--- config.mk ---
export PLATFORM = sky130hd
export DESIGN_NAME = move_commit
export DESIGN_NICKNAME = d
export VERILOG_FILES = /design/src/rtl/move_commit.sv
export SDC_FILE = /design/constraint.sdc
export NUM_CORES = 1
export LEC_CHECK = 0
export CORE_UTILIZATION = 40
export DETAILED_ROUTE_END_ITERATION = 7
export GPL_ROUTABILITY_DRIVEN = 0
export PLACE_DENSITY_LB_ADDON = 0.12
export SLEW_MARGIN = 25
export SYNTH_ARGS = -nofsm -noshare
export SYNTH_HDL_FRONTEND = slang
export SYNTH_SLANG_ARGS = --single-unit
--- constraint.sdc ---
create_clock -name clk -period 1.7 [get_ports clk]
set_input_delay 0.51 -clock clk [delete_from_list [all_inputs] [get_ports clk]]
set_output_delay 0.51 -clock clk [all_outputs]
set_load 0.05 [all_outputs]
--- src/rtl/move_commit.sv ---
// Commit stage for piece moves: latches a candidate placement and runs a request/done
// handshake with the collision checker. Legal candidates are committed; rejected drops lock the piece.
`ifndef BITS_X_POS
`define BITS_X_POS 4
`endif
`ifndef BITS_Y_POS
`define BITS_Y_POS 5
`endif
`ifndef BITS_ROT
`define BITS_ROT 2
`endif
`ifndef MODE_BITS
`define MODE_BITS 2
`endif
`ifndef MODE_PLAY
`define MODE_PLAY 2'd1
`endif

module move_commit #(
  parameter logic [`BITS_X_POS-1:0] SPAWN_X     = 4,
  parameter logic [`BITS_Y_POS-1:0] SPAWN_Y     = 0,
  parameter int                     CHK_TIMEOUT = 15
) (
  input  logic                   clk,
  input  logic                   rst,
  input  logic [`MODE_BITS-1:0]  mode,
  input  logic                   spawn_en,
  input  logic                   game_clk,
  input  logic                   btn_left_en,
  input  logic                   btn_right_en,
  input  logic                   btn_rotate_en,
  input  logic [`BITS_X_POS-1:0] test_pos_x,
  input  logic [`BITS_Y_POS-1:0] test_pos_y,
  input  logic [`BITS_ROT-1:0]   test_rot,
  output logic                   chk_req,
  output logic [`BITS_X_POS-1:0] chk_pos_x,
  output logic [`BITS_Y_POS-1:0] chk_pos_y,
  output logic [`BITS_ROT-1:0]   chk_rot,
  input  logic                   chk_done,
  input  logic                   chk_collide,
  output logic [`BITS_X_POS-1:0] cur_pos_x,
  output logic [`BITS_Y_POS-1:0] cur_pos_y,
  output logic [`BITS_ROT-1:0]   cur_rot,
  output logic                   busy,
  output logic                   piece_lock,
  output logic                   game_over
);

  localparam int CNT_W = $clog2(CHK_TIMEOUT + 1);

  typedef enum logic [1:0] {IDLE, CHECK, LOCK} state_t;
  typedef enum logic [1:0] {KIND_SPAWN, KIND_DROP, KIND_SHIFT} kind_t;

  state_t             state, state_n;
  kind_t              kind;
  logic [CNT_W-1:0]   cnt;
  logic               play;
  logic               event_any;
  logic               timeout;
  logic               do_latch;
  logic               do_commit;
  logic               set_over;

  assign play      = (mode == `MODE_PLAY);
  assign event_any = spawn_en | game_clk | btn_left_en | btn_right_en | btn_rotate_en;
  assign timeout   = (cnt == CNT_W'(CHK_TIMEOUT - 1));

  assign chk_req = (state == CHECK);
  assign busy    = (state != IDLE);

  always_ff @(posedge clk or posedge rst) begin
    if (rst) state <= IDLE;
    else     state <= state_n;
  end

  // A timeout without chk_done resolves exactly like a reported collision.
  always_comb begin
    state_n    = state;
    do_latch   = 1'b0;
    do_commit  = 1'b0;
    set_over   = 1'b0;
    piece_lock = 1'b0;
    case (state)
      IDLE: begin
        if (play && event_any) begin
          do_latch = 1'b1;
          state_n  = CHECK;
        end
      end
      CHECK: begin
        if (!play) begin
          state_n = IDLE;
        end else if (chk_done && !chk_collide) begin
          do_commit = 1'b1;
          state_n   = IDLE;
        end else if (chk_done || timeout) begin
          case (kind)
            KIND_DROP:  state_n = LOCK;
            KIND_SPAWN: begin
              do_commit = 1'b1;
              set_over  = 1'b1;
              state_n   = IDLE;
            end
            default:    state_n = IDLE;
          endcase
        end
      end
      LOCK: begin
        piece_lock = play;
        state_n    = IDLE;
      end
      default: state_n = IDLE;
    endcase
  end

  // Candidate capture, priority spawn > drop > shift; spawn ignores the test inputs.
  always_ff @(posedge clk or posedge rst) begin
    if (rst) begin
      kind      <= KIND_SHIFT;
      chk_pos_x <= '0;
      chk_pos_y <= '0;
      chk_rot   <= '0;
      cnt       <= '0;
    end else if (do_latch) begin
      cnt <= '0;
      if (spawn_en) begin
        kind      <= KIND_SPAWN;
        chk_pos_x <= SPAWN_X;
        chk_pos_y <= SPAWN_Y;
        chk_rot   <= '0;
      end else begin
        kind      <= game_clk ? KIND_DROP : KIND_SHIFT;
        chk_pos_x <= test_pos_x;
        chk_pos_y <= test_pos_y;
        chk_rot   <= test_rot;
      end
    end else if (state == CHECK) begin
      cnt <= cnt + 1'b1;
    end
  end

  always_ff @(posedge clk or posedge rst) begin
    if (rst) begin
      cur_pos_x <= SPAWN_X;
      cur_pos_y <= SPAWN_Y;
      cur_rot   <= '0;
      game_over <= 1'b0;
    end else begin
      game_over <= set_over;
      if (do_commit) begin
        cur_pos_x <= chk_pos_x;
        cur_pos_y <= chk_pos_y;
        cur_rot   <= chk_rot;
      end
    end
  end

endmodule
# Word level (Yosys, flattened, before mapping)
# Index checks and enable logic that the tools add are counted.
[op_classes]
reduce_logical = 9
eq_ne = 7
n_mux = 24
n_bitwise = 4
n_addsub = 1
[ops]
columns = ["op", "n"]
rows = [
  ["$mux W2", 8],
  ["$mux W4", 3],
  ["$mux W1", 11],
  ["$eq A2 B1 Y1 const B", 3],
  ["$mux W5", 1],
  ["$add A4 B1 Y4 const B", 1],
  ["$eq A4 B4 Y1 const B", 1],
  ["$logic_not A2 Y1", 2],
  ["$ne A4 B2 Y1 const B", 1],
  ["$or A1 B1 Y1", 4],
  ["$pmux W2 S2", 1],
  ["$reduce_bool A2 Y1", 2],
  ["$eq A2 B2 Y1 const B", 1],
  ["$logic_and A1 B1 Y1", 2],
  ["$ne A2 B2 Y1 const B", 1],
  ["$reduce_and A2 Y1", 1],
  ["$logic_not A1 Y1", 1],
  ["$logic_or A1 B1 Y1", 1],
]
[totals]
register_bits = 31
inputBits = 22
out_inout_bits = 26

# Depth between registers and ports, before layout
# Gate-level depths: netlist (run 1).
[depth]
ltp_word = 8
depth_mapped = 6
depth_no_buf = 5

# Least setup slack after synthesis (run 1)
# OpenSTA, ideal clock, no wires.
[synth_timing]
path_kind = "input-to-reg"
startpoint = "input mode[1]"
endpoint = "register chk_pos_y[0]"
arrival_ns = 1.713
path_slack_ns = -0.138
cell_stages = 4
path_buffers = 1
cell_sequence = "or4b_4 -> a21oi_4 -> buf_12 -> mux2_4"
[synth_via]
elab_chain_len = 4
[synth_rtl]
columns = ["item", "line", "rtl"]
rows = [
  ["from (decl)", "26", "input logic [`MODE_BITS-1:0] mode,"],
  ["$eq A2 B1 Y1 (no line)", "-", ""],
  ["$logic_and A1 B1 Y1", "85", "if (play && event_any) begin"],
  ["$mux W1", "85", ""],
  ["$mux W1", "83", "case (state)"],
  ["to (signal assigned)", "134", "chk_pos_y <= test_pos_y;"],
  ["to (decl)", "37", "output logic [`BITS_Y_POS-1:0] chk_pos_y,"],
]
# No other way between the ends.
# A chain may end at the register's enable or synchronous reset.

# Worst setup path after layout (run 1)
[layout_timing]
startpoint = "register state[0]"
endpoint = "register chk_pos_y[3]"
[layout_via]
elab_chain_len = 2
[layout_rtl]
columns = ["item", "line", "rtl"]
rows = [
  ["from (decl)", "54", "state_t state, state_n;"],
  ["from (signal assigned)", "73", "else state <= state_n;"],
  ["$logic_not A2 Y1", "83", ""],
  ["$mux W1", "83", ""],
]
# No other way between the ends.

==> metrics.md, run 1 <==
| Metric | Value |
|---|---|
| Number of global-route vias before repair | `1,155` |
| Yosys reg bits | `31` |
| WP data arrival | `2.08 ns` |
| Post-synth cell types | `32` |
| DRC | `0` |
| Max_slew headroom | `between 70% and 80%` |
| Post-Syn Instances | `about 110` |
| Total Routed Length | `3590 um` |
| Worst-Skew Late Latency | `0.33 ns` |
| Area share of the largest cell type after synthesis | `51.5%` |
| Setup WS pre-CTS | `-0.570 ns` |
| Layout cell share with drive strength beyond 1 | `roughly half` |
| CTS buffer count | `5` |
| Async set or reset register ratio after synthesis | `100%` |
| Hold_buf cts | `0` |
| Initial antenna violation count | `0` |
| HP Class | `in2async` |
| Fin. max-slew vios | `0` |
| Synth top area cells | `dfrtp_1 52%, mux2_2 15%, nor2b_1 5.3%` |
| Hold Vio Cnt, Final | `0` |
| Critical Path Fanout Max | `7` |
| Most frequent cells after synthesis | `29 x dfrtp_1, 19 x mux2_2, 12 x nor2b_1` |
| F_max | `0.535 GHz` |
| Top Family by Delay on Critical Path | `simple AND/OR/NAND/NOR gates` |
| Final HPWL from detailed placement | `2390 um` |
| Syn nets | `130` |
| Tot GR Track Use | `between 20 and 25%` |
| Total gr overflow | `0` |
| Core area | `approximately 3400 um^2` |
| CTS max path bufs | `2` |
| Met2 Use GR | `about 35%` |
| Tmin final | `1.87 ns` |
| Post-Layout Cell Count | `between 200 and 250` |
| Mean post-synth cell area | `13.3 um^2` |
| Final net count | `204` |
| WP buf/inv | `2` |
| Die W | `61.3 um` |
| Crit path from | `state[0]` |
| Setup violations, final | `21` |
| Mapped cell area | `1410 um^2` |
| CP Launch Type | `flip-flop` |
| Areal power density over the cells | `about 1100 nW/um^2` |
| RSZ-0062 raised after global routing | `true` |
| CTS root buf | `clkbuf_4` |
| Final setup margin | `-0.168 ns` |
| Number of enable flip-flop cells after synthesis | `0` |
| I/O pin cnt | `between 40 and 50` |
| M1 GR Usage | `21.6%` |
| Num Clock Sinks | `31` |
| Die area | `roughly 3800 um^2` |
| # H-tree levels | `2` |
| Leakage | `1.21 nW` |
| Reg clk slew, reported paths | `0.10 ns` |
| Initial Util | `between 40% and 50%` |
| Top FF cell, synth | `dfrtp_1` |
| WP data required | `1.91 ns` |
| Synth warnings | `0` |
| Cell with the most instances after synthesis | `dfrtp_1` |
| Failing checks | `negative setup slack` |
| CP peak stage delay | `between 0.4 and 0.5 ns` |
| CP Class | `reg2reg` |
| Largest net degree at the start of global routing | `17` |
| Crit-path cells | `buf_4 -> or4b_4 -> a21oi_4 -> clkbuf_16 -> mux2_4` |
| First-pass GRT wire length | `5240 um` |
| Max-cap viol count | `0` |
| Final Cycle Share | `110%` |
| Placed Area | `2290 um^2` |
| Drt pass-1 iters | `4` |
| Critical R2R Launch | `state[0]` |
| Final design utilization | `76.0%` |
| Total number of vias | `1,114` |
| Worst-Margin Slew | `0.368 ns` |
| CTS tree | `built` |
| Slowest cell on the critical path | `or4b_4` |
| Vias/cell | `4.91` |
| Chip height | `about 61 um` |
| VDD IR max | `803 uV` |
| Final instance area | `2560 um^2` |
| Share of the yosys chip area belonging to registers | `55.2%` |
| WL/cell | `15.8 um` |
| Area grow syn2layout | `81.4%` |
| Status | `complete, but fails checks` |
| Placement Rows | `21` |
| Antenna Nets Post-Route | `0` |
| GRT busiest layer | `met2` |
| Dominant cell type by area after synthesis | `dfrtp_1` |
| Grt met3 use | `7.35%` |
| # diodes | `0` |
| Setup tns final | `-2.41 ns` |
| Layout Skew | `~0.013 ns` |
| Port Buf Inserts | `47` |
| Post-Place Cells | `between 200 and 250` |
| Crit end category | `flip-flop` |
| DRT iter0 DRCs | `34` |
## cell type report
class / instances / area, um^2
fillers: 226 / 807
clock inverters: 1 / 5.00
multi-input cells: 68 / 678
well taps: 46 / 57.6
flip-flops and latches: 31 / 778
inverters: 4 / 15.0
repair buffers: 70 / 967
clock buffers: 7 / 55.1
## timing repair
| action | 4_1_cts | 5_1_grt |
|---|---|---|
| cloned | 0 | 1 |
| buffers inserted | 3 | 4 |
| resized for setup | 12 | 25 |
| pin swaps | 1 | 4 |
| setup endpoints to repair | 27 | 30 |
## cells by family after synthesis
| logic type | synth area share (%) |
|---|---|
| AND/OR/NAND/NOR | 14.3 |
| multiplexers | 20.2 |
| buffers and inverters | 3.11 |
| adder cells (fa/ha/maj) | 1.78 |
| flip-flops | 55.2 |
| AO/OA/AOI/OAI | 4.80 |
| XOR/XNOR | 0.622 |
## cells in the final DEF, fill, tap and decap left out, drive strengths merged, types with 3 or more instances in the layout
cell	instances
clkdlybuf4s50	18
inv	4
nand2b	3
nor2b	12
nand2	3
buf	48
nor2	4
mux2	23
clkbuf	8
dfrtp	29
## state kept, by name, indices dropped and copies added (netlist names)
| signal | cells |
|---|---|
| chk_pos_x | 4 |
| chk_pos_y | 5 |
| chk_rot | 2 |
| cnt | 4 |
| cur_pos_x | 4 |
| cur_pos_y | 5 |
| cur_rot | 2 |
| game_over | 1 |
| kind | 2 |
| state | 2 |
## worst reg2reg max path: stages, from the launching register on
cell and delay [ns]:
dfrtp_1 0.41, buf_4 0.14, or4b_4 0.48, a21oi_4 0.21
clkbuf_16 0.20, mux2_4 0.30
## power by group
part | internal, W | leakage [nW] | switching (W)
Combinational | 0.000729 | 0.774 | 0.000615
Sequential | 0.000888 | 0.401 | 0.000171
Clock | 0.000200 | 0.0353 | 0.000245
Total | 0.00182 | 1.21 | 0.00103
## path summary, 6_finish.rpt
| path | end | slack, ns | cells past startpoint |
|---|---|---|---|
| hold reg to reg | game_over | 0.51 | 1 |
| setup / recovery | chk_pos_y[3] | -0.17 | 5 |
| setup reg to reg | chk_pos_y[3] | -0.17 | 5 |
| hold / removal | cur_pos_y[4] | 0.46 | 2 |
| max in group asynchronous | kind[1] | 0.77 | 3 |
| min in group clk | game_over | 0.51 | 1 |
## layer usage
layer / vias up / wire length, um / part of all wire (%)
li1: 518 / - / -
met1: 557 / 1440 / 40
met2: 33 / 1920 / 53
met3: 6 / 185 / 5.2
met4: 0 / 45 / 1.3
met5: - / 0 / 0
## metrics by stage
stage / total power (W) / hold WS [ns]
6_report: 0.00285 / 0.455
5_1_grt: 0.00297 / 0.463
4_1_cts: 0.00279 / 0.446
3_5_place_dp: 0.00231 / 0.490
3_3_place_gp: 0.00228 / 0.493
2_1_floorplan: 0.00161 / 0.450
Power figures use the tool's default switching activity.
==> inputs of run 2 (changes only) <==
CORE_MARGIN = 2   (was unset)
PLACE_DENSITY = 0.75   (was unset)
PLACE_DENSITY_LB_ADDON = unset   (was 0.12)
SLEW_MARGIN = unset   (was 25)
==> run 2 against run 1 <==
Against the previous run: the run still ends with negative setup slack left; clock-buffer cell count rose by 1; clock skew fell by 0.0084 ns; core utilization fell by 1.0 points; critical path depth fell by 2; routed wire length rose by 2.5%; worst setup slack improved by 0.063 ns; die area rose by 6.6%; first-iteration DRC count fell by 2.9%; largest power group unchanged.
==> metrics.md, run 2 (synthesis gave the netlist of run 1 again) <==
| Metric | Value |
|---|---|
| Areal power density over the cells | `1140 nW/um^2` |
| Chip height | `63.3 um` |
| Crit end category | `output pin` |
| Tmin final | `1.81 ns` |
| VDD IR max | `between 800 and 900 uV` |
| Layout cell share with drive strength beyond 1 | `49.4%` |
| # H-tree levels | `2` |
| Sw Pwr | `0.00104 W` |
| DRT iter0 DRCs | `33` |
| Most common cell after layout, fill and taps aside | `dfrtp_1` |
| Power Internal | `0.00185 W` |
| Total gr overflow | `0` |
| Worst-Skew Late Latency | `0.32 ns` |
| Total Routed Length | `~3700 um` |
| Layout Skew | `approximately 0.0043 ns` |
| Die W | `between 60 and 70 um` |
| CTS root buf | `clkbuf_4` |
| Num Clock Sinks | `31` |
| Status | `complete, but fails checks` |
| Sequential fraction of design power | `36.8%` |
| Port Buf Inserts | `47` |
| I/O pin cnt | `48` |
| Max_slew headroom | `75.7%` |
| Largest net degree at the start of global routing | `32` |
| Critical Path Fanout Max | `4` |
| Clock power share | `between 10% and 20%` |
| Drt pass-1 iters | `4` |
| Placement Rows | `21` |
| Worst-Margin Slew | `0.362 ns` |
| Total number of vias | `between 1,000 and 1,500` |
| CP Launch Type | `flip-flop` |
| Hold Vio Cnt, Final | `0` |
| Setup tns final | `-0.637 ns` |
| Final net count | `199` |
| Final instance area | `2520 um^2` |
| Final design utilization | `75.0%` |
| Core area | `3360 um^2` |
| Antenna Nets Post-Route | `0` |
| Reg clk slew, reported paths | `roughly 0.1 ns` |
| Most frequent cells in the layout | `29 x dfrtp_1, 27 x buf_12, 18 x mux2_4, 18 x clkdlybuf4s50_1` |
| WP data required | `~1.2 ns` |
| Comb power frac | `46.1%` |
| Initial Util | `between 40% and 50%` |
| Tot GR Track Use | `19.3%` |
| First-pass GRT wire length | `5950 um` |
| DRC | `0` |
| Initial antenna violation count | `0` |
| Number of global-route vias before repair | `about 1,200` |
| HP Class | `in2async` |
| Die area | `4010 um^2` |
| Final HPWL from detailed placement | `2470 um` |
| # diodes | `0` |
| F_max | `0.554 GHz` |
| CTS max path bufs | `2` |
| Max-cap viol count | `0` |
| Fin. max-slew vios | `0` |
| Post-Place Cells | `207` |
| Sw Share | `36.1%` |
| WP data arrival | `1.30 ns` |
| Failing checks | `negative setup slack` |
| Setup violations, final | `18` |
| Largest regs | `chk_pos_y: 5 flops, cur_pos_y: 5 flops` |
| CP Class | `reg2out` |
| Placed Area | `2280 um^2` |
| CTS buffer count | `5` |
| Vias/cell | `4.96` |
| CTS tree | `built` |
| RSZ-0062 raised after global routing | `true` |
| Leakage | `1.17 nW` |
| Final Cycle Share | `106%` |
| WL/cell | `16.6 um` |
| Post-Layout Cell Count | `222` |
| Area grow syn2layout | `79.0%` |
| Final setup margin | `-0.105 ns` |
==> run 2: changes by cell type in the layout (fill, tap and decap cells not counted), moves of 2 or more <==
cell	previous run	this run
buf_4	14	11
mux2_2	2	5
mux2_4	21	18
buf_6	5	3
==> run 2: layout make-up <==
type / count / area [um^2]
repair buffers: 65 / 930
fillers: 224 / 841
flip-flops and latches: 31 / 778
multi-input cells: 68 / 673
clock buffers: 8 / 68.8
well taps: 46 / 57.6
inverters: 4 / 15.0
==> run 2: power groups by stage <==
| stage | Sequential (W) | Combinational, W | Clock, W |
|---|---|---|---|
| after CTS | 0.00106 | 0.00131 | 0.000502 |
| after global routing | 0.00108 | 0.00139 | 0.000534 |
| after floorplan | 0.00138 | 0.000228 | 0 |
| after global placement | 0.00105 | 0.00122 | 0 |
| after detailed placement | 0.00106 | 0.00125 | 0 |
| final | 0.00106 | 0.00133 | 0.000494 |
==> run 2: worst paths after layout <==
kind | startpoint | endpoint | slack, ns | depth (start not counted)
worst min register to register | kind[0] | game_over | 0.52 | 1
worst min-delay path | rst | state[0] | 0.51 | 3
max in group asynchronous | rst | kind[1] | 0.94 | 3
worst max register to register | state[1] | chk_pos_y[2] | -0.05 | 4
worst max-delay path | state[0] | piece_lock | -0.11 | 3
min in group clk | kind[0] | game_over | 0.52 | 1
==> run 2: metal layers <==
metal / vias to the layer above / part of all wire (%) / GRT usage (%) / wire length [um]
met5: - / 0 / 0 / 0
met4: 0 / 0.71 / 4.89 / 26
met3: 4 / 5.7 / 6.96 / 209
met2: 40 / 54 / 32.8 / 1970
met1: 552 / 40 / 23.1 / 1470
li1: 505 / - / - / -
==> run 2: repair_timing <==
item                       in CTS  in global routing
cloned                          2                  0
gates resized for setup        28                  7
buffers inserted                3                  2
hold buffers                    0                  0
setup endpoints to repair      31                 26
pin swaps                       4                  2
==> run 2: metrics by stage <==
step | power, W | worst slack (ns) | hold WS (ns)
after CTS | 0.00287 | -0.127 | 0.505
final | 0.00289 | -0.105 | 0.513
after floorplan | 0.00161 | -0.138 | 0.450
after detailed placement | 0.00231 | -0.576 | 0.484
after global routing | 0.00300 | -0.156 | 0.548
after global placement | 0.00227 | -0.534 | 0.480
==> run 2: worst max-delay path, cell delays in order, from the launching register on <==
cell and delay [ns]:
dfrtp_1 0.40, buf_6 0.12, and4bb_2 0.31, buf_12 0.14
==> inputs of run 3 (changes only) <==
CTS_CLUSTER_DIAMETER = 80   (was unset)
CTS_CLUSTER_SIZE = 40   (was unset)
==> results of run 3 <==
Same layout as run 2: the final DEF is identical, and so are final timing and power.
